==> src/rtl/mem_access_stage.sv <==
// mem_access_stage -- MEM pipeline stage.
//
// Purpose: takes the EX/MEM register outputs, runs loads and stores over a
// req/ack data-memory bus and drives the MEM/WB register inputs. Stores get
// byte enables and lane-replicated write data. Loads are aligned and then
// sign- or zero-extended. stall_o holds the upstream pipeline while a bus
// transaction is outstanding.
//
// All state changes on the FALLING edge of clk_i. Reset is asynchronous and
// active-low (rst_n_i).
//
// Bus handshake: dmem_req_o rises on the edge that enters BUSY. While it is
// high, dmem_we_o, dmem_addr_o, dmem_be_o and dmem_wdata_o do not change.
// A transfer completes at the first falling edge in BUSY at which dmem_ack_i
// is high, and dmem_rdata_i is valid in that same cycle. dmem_req_o drops at
// that edge. An ack seen outside BUSY is ignored.
//
// Ports:
//   clk_i, rst_n_i               clock (falling edge), async active-low reset
//   mem_ctrl_i[4:0]              [0] read, [1] write, [3:2] size, [4] unsigned
//   wb_ctrl_i / wb_ctrl_o        WB control; bit 0 (reg_write) is masked
//                                while the access is in flight
//   result_i / alu_result_o      ALU result (byte address); passed through
//   src2_i                       store data
//   rd_i / rd_o                  destination register; passed through
//   stall_o                      hold upstream stages
//   dmem_*                       data-memory bus
//   mem_data_o                   extended load data (load_q)
//   state_dbg_o                  FSM state (0 IDLE, 1 BUSY, 2 DONE)
//
// Optional build macro MISALIGN_EXC_EN adds the ports misalign_o and
// bad_addr_o. When it is set, a misaligned half or word access skips the
// bus and goes straight to DONE, where it flags an exception. When it is not
// set, the low address bits of half and word accesses are ignored.
module mem_access_stage #(
  parameter int DW  = 32,
  parameter int RW  = 5,
  parameter int WBW = 2
) (
  input  logic           clk_i,
  input  logic           rst_n_i,
  input  logic [4:0]     mem_ctrl_i,
  input  logic [WBW-1:0] wb_ctrl_i,
  input  logic [DW-1:0]  result_i,
  input  logic [DW-1:0]  src2_i,
  input  logic [RW-1:0]  rd_i,
  output logic           stall_o,
  output logic           dmem_req_o,
  output logic           dmem_we_o,
  output logic [DW-1:0]  dmem_addr_o,
  output logic [3:0]     dmem_be_o,
  output logic [DW-1:0]  dmem_wdata_o,
  input  logic           dmem_ack_i,
  input  logic [DW-1:0]  dmem_rdata_i,
  output logic [WBW-1:0] wb_ctrl_o,
  output logic [DW-1:0]  alu_result_o,
  output logic [DW-1:0]  mem_data_o,
  output logic [RW-1:0]  rd_o,
`ifdef MISALIGN_EXC_EN
  output logic           misalign_o,
  output logic [DW-1:0]  bad_addr_o,
`endif
  output logic [1:0]     state_dbg_o
);

  localparam logic [1:0] IDLE = 2'd0;
  localparam logic [1:0] BUSY = 2'd1;
  localparam logic [1:0] DONE = 2'd2;

  logic [1:0]    state_q, state_d;
  logic          req_q, req_d;
  logic          we_q, we_d;
  logic [DW-1:0] addr_q, addr_d;
  logic [3:0]    be_q, be_d;
  logic [DW-1:0] wdata_q, wdata_d;
  logic [DW-1:0] load_q, load_d;

  logic          mem_read, mem_write, access, uns;
  logic [1:0]    size, a;
  logic [3:0]    be_fmt;
  logic [DW-1:0] wdata_fmt, load_ext;
  logic [7:0]    ld_byte;
  logic [15:0]   ld_half;
  logic          misal;

  assign mem_read  = mem_ctrl_i[0];
  assign mem_write = mem_ctrl_i[1];
  assign size      = mem_ctrl_i[3:2];
  assign uns       = mem_ctrl_i[4];
  assign access    = mem_read | mem_write;
  assign a         = result_i[1:0];

  // Store formatting: enables follow the address, data is replicated into
  // every lane so the enables alone select the target bytes.
  always_comb begin
    be_fmt    = 4'b1111;
    wdata_fmt = src2_i;
    case (size)
      2'b00: begin
        be_fmt    = 4'b0001 << a;
        wdata_fmt = {4{src2_i[7:0]}};
      end
      2'b01: begin
        be_fmt    = a[1] ? 4'b1100 : 4'b0011;
        wdata_fmt = {2{src2_i[15:0]}};
      end
      default: ;
    endcase
  end

  // Load extraction. This relies on upstream holding result_i and mem_ctrl_i
  // stable for the whole access, so the live inputs are valid at ack time.
  always_comb begin
    case (a)
      2'd0:    ld_byte = dmem_rdata_i[7:0];
      2'd1:    ld_byte = dmem_rdata_i[15:8];
      2'd2:    ld_byte = dmem_rdata_i[23:16];
      default: ld_byte = dmem_rdata_i[31:24];
    endcase
    ld_half = a[1] ? dmem_rdata_i[31:16] : dmem_rdata_i[15:0];
    case (size)
      2'b00:   load_ext = {{24{~uns & ld_byte[7]}}, ld_byte};
      2'b01:   load_ext = {{16{~uns & ld_half[15]}}, ld_half};
      default: load_ext = dmem_rdata_i;
    endcase
  end

`ifdef MISALIGN_EXC_EN
  logic          misal_q;
  logic [DW-1:0] bad_addr_q;

  assign misal = access & (((size == 2'b01) & a[0]) | (size[1] & (a != 2'b00)));

  // misal_q is set only on the IDLE->DONE skip edge, so it is high for
  // exactly the DONE cycle. bad_addr_q keeps its value until the next fault.
  always_ff @(negedge clk_i or negedge rst_n_i) begin
    if (!rst_n_i) begin
      misal_q    <= 1'b0;
      bad_addr_q <= '0;
    end else begin
      misal_q <= (state_q == IDLE) & misal;
      if ((state_q == IDLE) & misal) bad_addr_q <= result_i;
    end
  end

  assign misalign_o = misal_q;
  assign bad_addr_o = bad_addr_q;
`else
  assign misal = 1'b0;
`endif

  always_comb begin
    state_d = state_q;
    req_d   = req_q;
    we_d    = we_q;
    addr_d  = addr_q;
    be_d    = be_q;
    wdata_d = wdata_q;
    load_d  = load_q;
    case (state_q)
      IDLE: begin
        if (access) begin
          if (misal) begin
            state_d = DONE;
          end else begin
            state_d = BUSY;
            req_d   = 1'b1;
            we_d    = mem_write;  // read+write together counts as a write
            addr_d  = {result_i[DW-1:2], 2'b00};
            be_d    = be_fmt;
            wdata_d = wdata_fmt;
          end
        end
      end
      BUSY: begin
        if (dmem_ack_i) begin
          req_d   = 1'b0;
          state_d = DONE;
          if (!we_q) load_d = load_ext;
        end
      end
      DONE:    state_d = IDLE;
      default: state_d = IDLE;
    endcase
  end

  always_ff @(negedge clk_i or negedge rst_n_i) begin
    if (!rst_n_i) begin
      state_q <= IDLE;
      req_q   <= 1'b0;
      we_q    <= 1'b0;
      addr_q  <= '0;
      be_q    <= 4'b0000;
      wdata_q <= '0;
      load_q  <= '0;
    end else begin
      state_q <= state_d;
      req_q   <= req_d;
      we_q    <= we_d;
      addr_q  <= addr_d;
      be_q    <= be_d;
      wdata_q <= wdata_d;
      load_q  <= load_d;
    end
  end

  // Low in DONE, so upstream advances on the edge that leaves DONE.
  assign stall_o = ((state_q == IDLE) & access) | (state_q == BUSY);

  // reg_write is withheld until the access reaches DONE.
  always_comb begin
    wb_ctrl_o = wb_ctrl_i;
    if (stall_o) wb_ctrl_o[0] = 1'b0;
`ifdef MISALIGN_EXC_EN
    if (misal_q) wb_ctrl_o[0] = 1'b0;
`endif
  end

  assign dmem_req_o   = req_q;
  assign dmem_we_o    = we_q;
  assign dmem_addr_o  = addr_q;
  assign dmem_be_o    = be_q;
  assign dmem_wdata_o = wdata_q;
  assign alu_result_o = result_i;
  assign mem_data_o   = load_q;
  assign rd_o         = rd_i;
  assign state_dbg_o  = state_q;

endmodule

==> config.mk <==
export PLATFORM = sky130hd
export DESIGN_NAME = mem_access_stage
export DESIGN_NICKNAME = d
export VERILOG_FILES = /design/src/rtl/mem_access_stage.sv
export SDC_FILE = /design/constraint.sdc
export NUM_CORES = 1
export LEC_CHECK = 0
export ABC_AREA = 0
export BUFFER_PORTS_ARGS = -buffer_cell sky130_fd_sc_hd__buf_4
export CAP_MARGIN = 40
export CORE_MARGIN = 2
export CORE_UTILIZATION = 35
export CTS_BUF_LIST = sky130_fd_sc_hd__clkbuf_4 sky130_fd_sc_hd__clkbuf_8 sky130_fd_sc_hd__clkbuf_16
export CTS_CLUSTER_SIZE = 24
export DETAILED_ROUTE_END_ITERATION = 8
export PLACE_DENSITY = 0.66
export SLEW_MARGIN = 20
export SYNTH_ARGS = -nofsm -noshare
export SYNTH_HDL_FRONTEND = slang
export SYNTH_SLANG_ARGS = --single-unit
==> constraint.sdc <==
create_clock -name clk_i -period 2.55 [get_ports clk_i]
set_clock_uncertainty 0.2 [all_clocks]
set_input_delay 0.255 -clock clk_i [delete_from_list [all_inputs] [get_ports clk_i]]
set_output_delay 0.255 -clock clk_i [all_outputs]
set_load 0.02 [all_outputs]
==> impl_metrics.py <==
metrics = {
    "worst_setup_path": {
        "cp-start-kind": "flop",
        "rr_worst_depth": 10,
        "reg2reg_to": "dmem_wdata_o[27]",
        "worstPathRequired_ns": 2.10,
        "path_cells": "nor3_2 -> nor2_4 -> nor2b_4 -> buf_6",
        "rrSetupSlack_ns": 0.39,
        "r2r-start": "state_dbg_o[0]",
        "crit_slowest_cell": "dfrtn_1",
        "crit_cells": 4,
        "cp-end-kind": "primary output",
        "critPathTopFamily": "flip-flops",
        "cp.arrival_ns": 2.46,
        "path_max_fanout": 2,
        "max_stage_delay_ns": 0.36,
        "worstSetupPathType": "reg -> out",
        "critPathBufInv": 1,
    },
    "min_path": {
        "hold_path.class": "reg -> reg",
        "holdPathStages": 2,
        "holdPathEnd": "dmem_wdata_o[16]",
        "min-delay-start": "dmem_wdata_o[16]",
    },
    "sta": {
        "setup_viol": 132,
        "slew_headroom_pct": 60.8,
        "tightest_slew_ns": 0.588,
        "fin_ws_ns": -0.360,
        "slew_viol_final": 0,
        "holdWs_ns": 0.251,
        "rsz0062_at_grt": "true",
        "finalHoldViolCount": 0,
    },
    "drt": {
        "wl_um": 16500,
        "ant_nets": 0,
        "vias": 4810,
        "routed.top_layer": "met4",
        "drt_iter0_drc": 248,
        "firstDrtPassIters": 4,
        "wl_per_cell_um": 16.9,
        "wl_met1_um": 6310,
        "viasPerCell": 4.93,
        "wl_met2_um": 8650,
        "drt_drc_violations_left": 0,
        "wl_met3_um": 1050,
    },
    "floorplanning": {
        "boundaryPins": 255,
        "start_util_pct": 35.4,
        "rows": 44,
        "die-area_um2": 15500,
        "die_width_um": 125,
        "die_h_um": 125,
        "core_area_um2": 14400,
    },
    "power": {
        "power_mw": 11.0,
        "ir_worst_vdd_uv": 612,
        "leakagePower_nw": 4.45,
        "p_per_area_nw_per_um2": 1220,
    },
    "cells_and_area": {
        "area_growth_pct": 77.3,
        "nNetsFinal": 898,
        "multi_input_area_um2": 2400,
        "final_core_util_pct": 62.8,
        "fillCellCount": 1152,
        "diodes": 0,
        "drive_above_1_share_pct": 61.9,
        "seq_area_um2": 2550,
    },
    "synth": {
        "syn_avg_cell_area_um2": 11.0,
        "ys_seq_area_share_pct": 50.1,
        "syn_inst": 462,
        "synth_cell_types": 43,
        "ys_warn_count": 0,
        "syn-cell-area_um2": 5090,
        "ys_ff_latch": 102,
    },
    "cts": {
        "clk_latency_ns": 0.35,
        "cts_root_buf": "clkbuf_16",
        "cts_tree": "built",
        "cts_made_buffers": 9,
        "clockBufferDepth": 2,
        "cts-htree-levels": 3,
        "cts-hold-fix-buffers": 0,
        "cts_num_sinks": 102,
        "clk_pin_slew_ns": 0.05,
    },
    "placed_design": {
        "port_buffers": 240,
        "dp_slack_ns": -0.804,
        "dpl.hpwl_um": 11800,
        "routabilityCongestion": 0.840,
    },
    "grt": {
        "gr-usage-all-layers_pct": 20.8,
        "antenna_found_initial": 0,
        "overflow": 0,
        "grt_pass1_vias": 4947,
        "grt_max_degree": 44,
        "grt_pass1_wl_um": 26000,
    },
    "job": {
        "max_cap_viol_count": 0,
    },
    "status": {
        "status": "finished with violations",
        "violations": "negative setup slack",
    },
}
how the worst max path moves through the flow:
stage                        start             end  slack (ns)
global placement       result_i[0]  mem_data_o[20]       -0.71
detailed placement     result_i[0]  mem_data_o[16]       -0.80
floorplan            mem_ctrl_i[2]   mem_data_o[1]       -0.29
CTS                 state_dbg_o[0]    wb_ctrl_o[0]       -0.38
global route        state_dbg_o[0]    wb_ctrl_o[0]       -0.41
finish              state_dbg_o[0]    wb_ctrl_o[0]       -0.36
routing by layer:
| layer | global-route usage (%) | vias up |
|---|---|---|
| met4 | 8.06 | 0 |
| li1 | - | 2259 |
| met1 | 24.3 | 2324 |
| met2 | 36.7 | 195 |
| met3 | 5.37 | 32 |
| met5 | 0 | - |
cells in the final DEF, fill, tap and decap left out, drive strengths merged, types with 6 or more instances in the layout:
cell	instances
a21oi	25
a221oi	8
clkbuf	9
mux2i	32
o211ai	16
buf	383
a221o	6
nor2	17
mux2	40
dfrtn	102
nand2	49
o22ai	8
o21ai	55
and3	8
kinds of logic (layout without fill, tap and decap cells):
| logic type | count (synthesis) | after routing | share of synthesized area [%] |
|---|---|---|---|
| mux | 72 | 72 | 15.1 |
| compound gates | 122 | 122 | 15.5 |
| flops | 102 | 102 | 50.1 |
| other cells | 1 | 2 | 0.0736 |
| buf+inv | 74 | 402 | 10.3 |
| simple gates | 91 | 92 | 8.87 |
synth_stat cells, drive strengths merged:
master | instances | share of area, %
buf | 58 | 8.2
o31ai | 1 | 0.15
dfrtn | 102 | 50
or4b | 1 | 0.27
nor2b | 1 | 0.12
nor3 | 4 | 0.84
a21o | 2 | 0.29
clkinv | 1 | 0.074
nand3 | 2 | 0.20
or3b | 1 | 0.17
nand2 | 49 | 3.6
and3 | 8 | 1.0
o211ai | 16 | 2.4
nand3b | 1 | 0.15
clkbuf | 12 | 1.7
a221o | 6 | 1.2
nor2 | 17 | 1.3
a21oi | 25 | 2.5
o21ai | 55 | 6.1
nor3b | 2 | 0.39
mux2i | 32 | 6.3
nand4bb | 1 | 0.22
dlygate4sd1 | 1 | 0.17
inv | 2 | 0.15
nand2b | 2 | 0.25
o22ai | 8 | 1.4
mux2 | 40 | 8.8
or3 | 1 | 0.12
or4 | 1 | 0.22
conb | 1 | 0.074
o21ba | 1 | 0.20
a221oi | 8 | 1.4
tightest hold or removal path, cell delays in order (launching register included):
cell and delay [ns]:
dfrtn_1 0.42, nand2_1 0.05, o21ai_0 0.06
area by class of cell:
| type | instances | share of cell area [%] |
|---|---|---|
| Timing Repair Buffer | 383 | 38.8 |
| Tap cell | 184 | 2.55 |
| Sequential cell | 102 | 28.3 |
| Inverter | 3 | 0.152 |
| Clock inverter | 7 | 1.07 |
| Multi-Input combinational cell | 288 | 26.6 |
| Clock buffer | 9 | 2.49 |
where the power goes:
part	total (mW)	internal, mW	switching (mW)
clock network	1.49	0.862	0.627
logic	6.39	3.63	2.75
registers	3.12	2.49	0.624
total	11.0	6.99	4.00
repair_timing:
action	in CTS	in global routing
setup endpoints to repair	137	140
pin swaps	17	17
gates resized for setup	126	14
buffers inserted	57	30
cloned	1	0
state kept, by name, summed over array words and instances (netlist names):
register / flops
mem_data_o: 32
dmem_req_o: 1
dmem_addr_o: 30
state_dbg_o: 2
dmem_wdata_o: 32
dmem_we_o: 1
dmem_be_o: 4
through the flow:
| step | cell area, um2 | TNS [ns] | cells |
|---|---|---|---|
| 6_report | 9030 | -10.44 | 976 |
| 4_1_cts | 8740 | -11.52 | 947 |
| 3_5_place_dp | 7470 | -38.43 | 873 |
| 5_1_grt | 9030 | -14.88 | 976 |
| 2_1_floorplan | 5430 | -11.04 | 463 |
| 3_3_place_gp | 7470 | -36.02 | 873 |
Power figures use the tool's default switching activity.
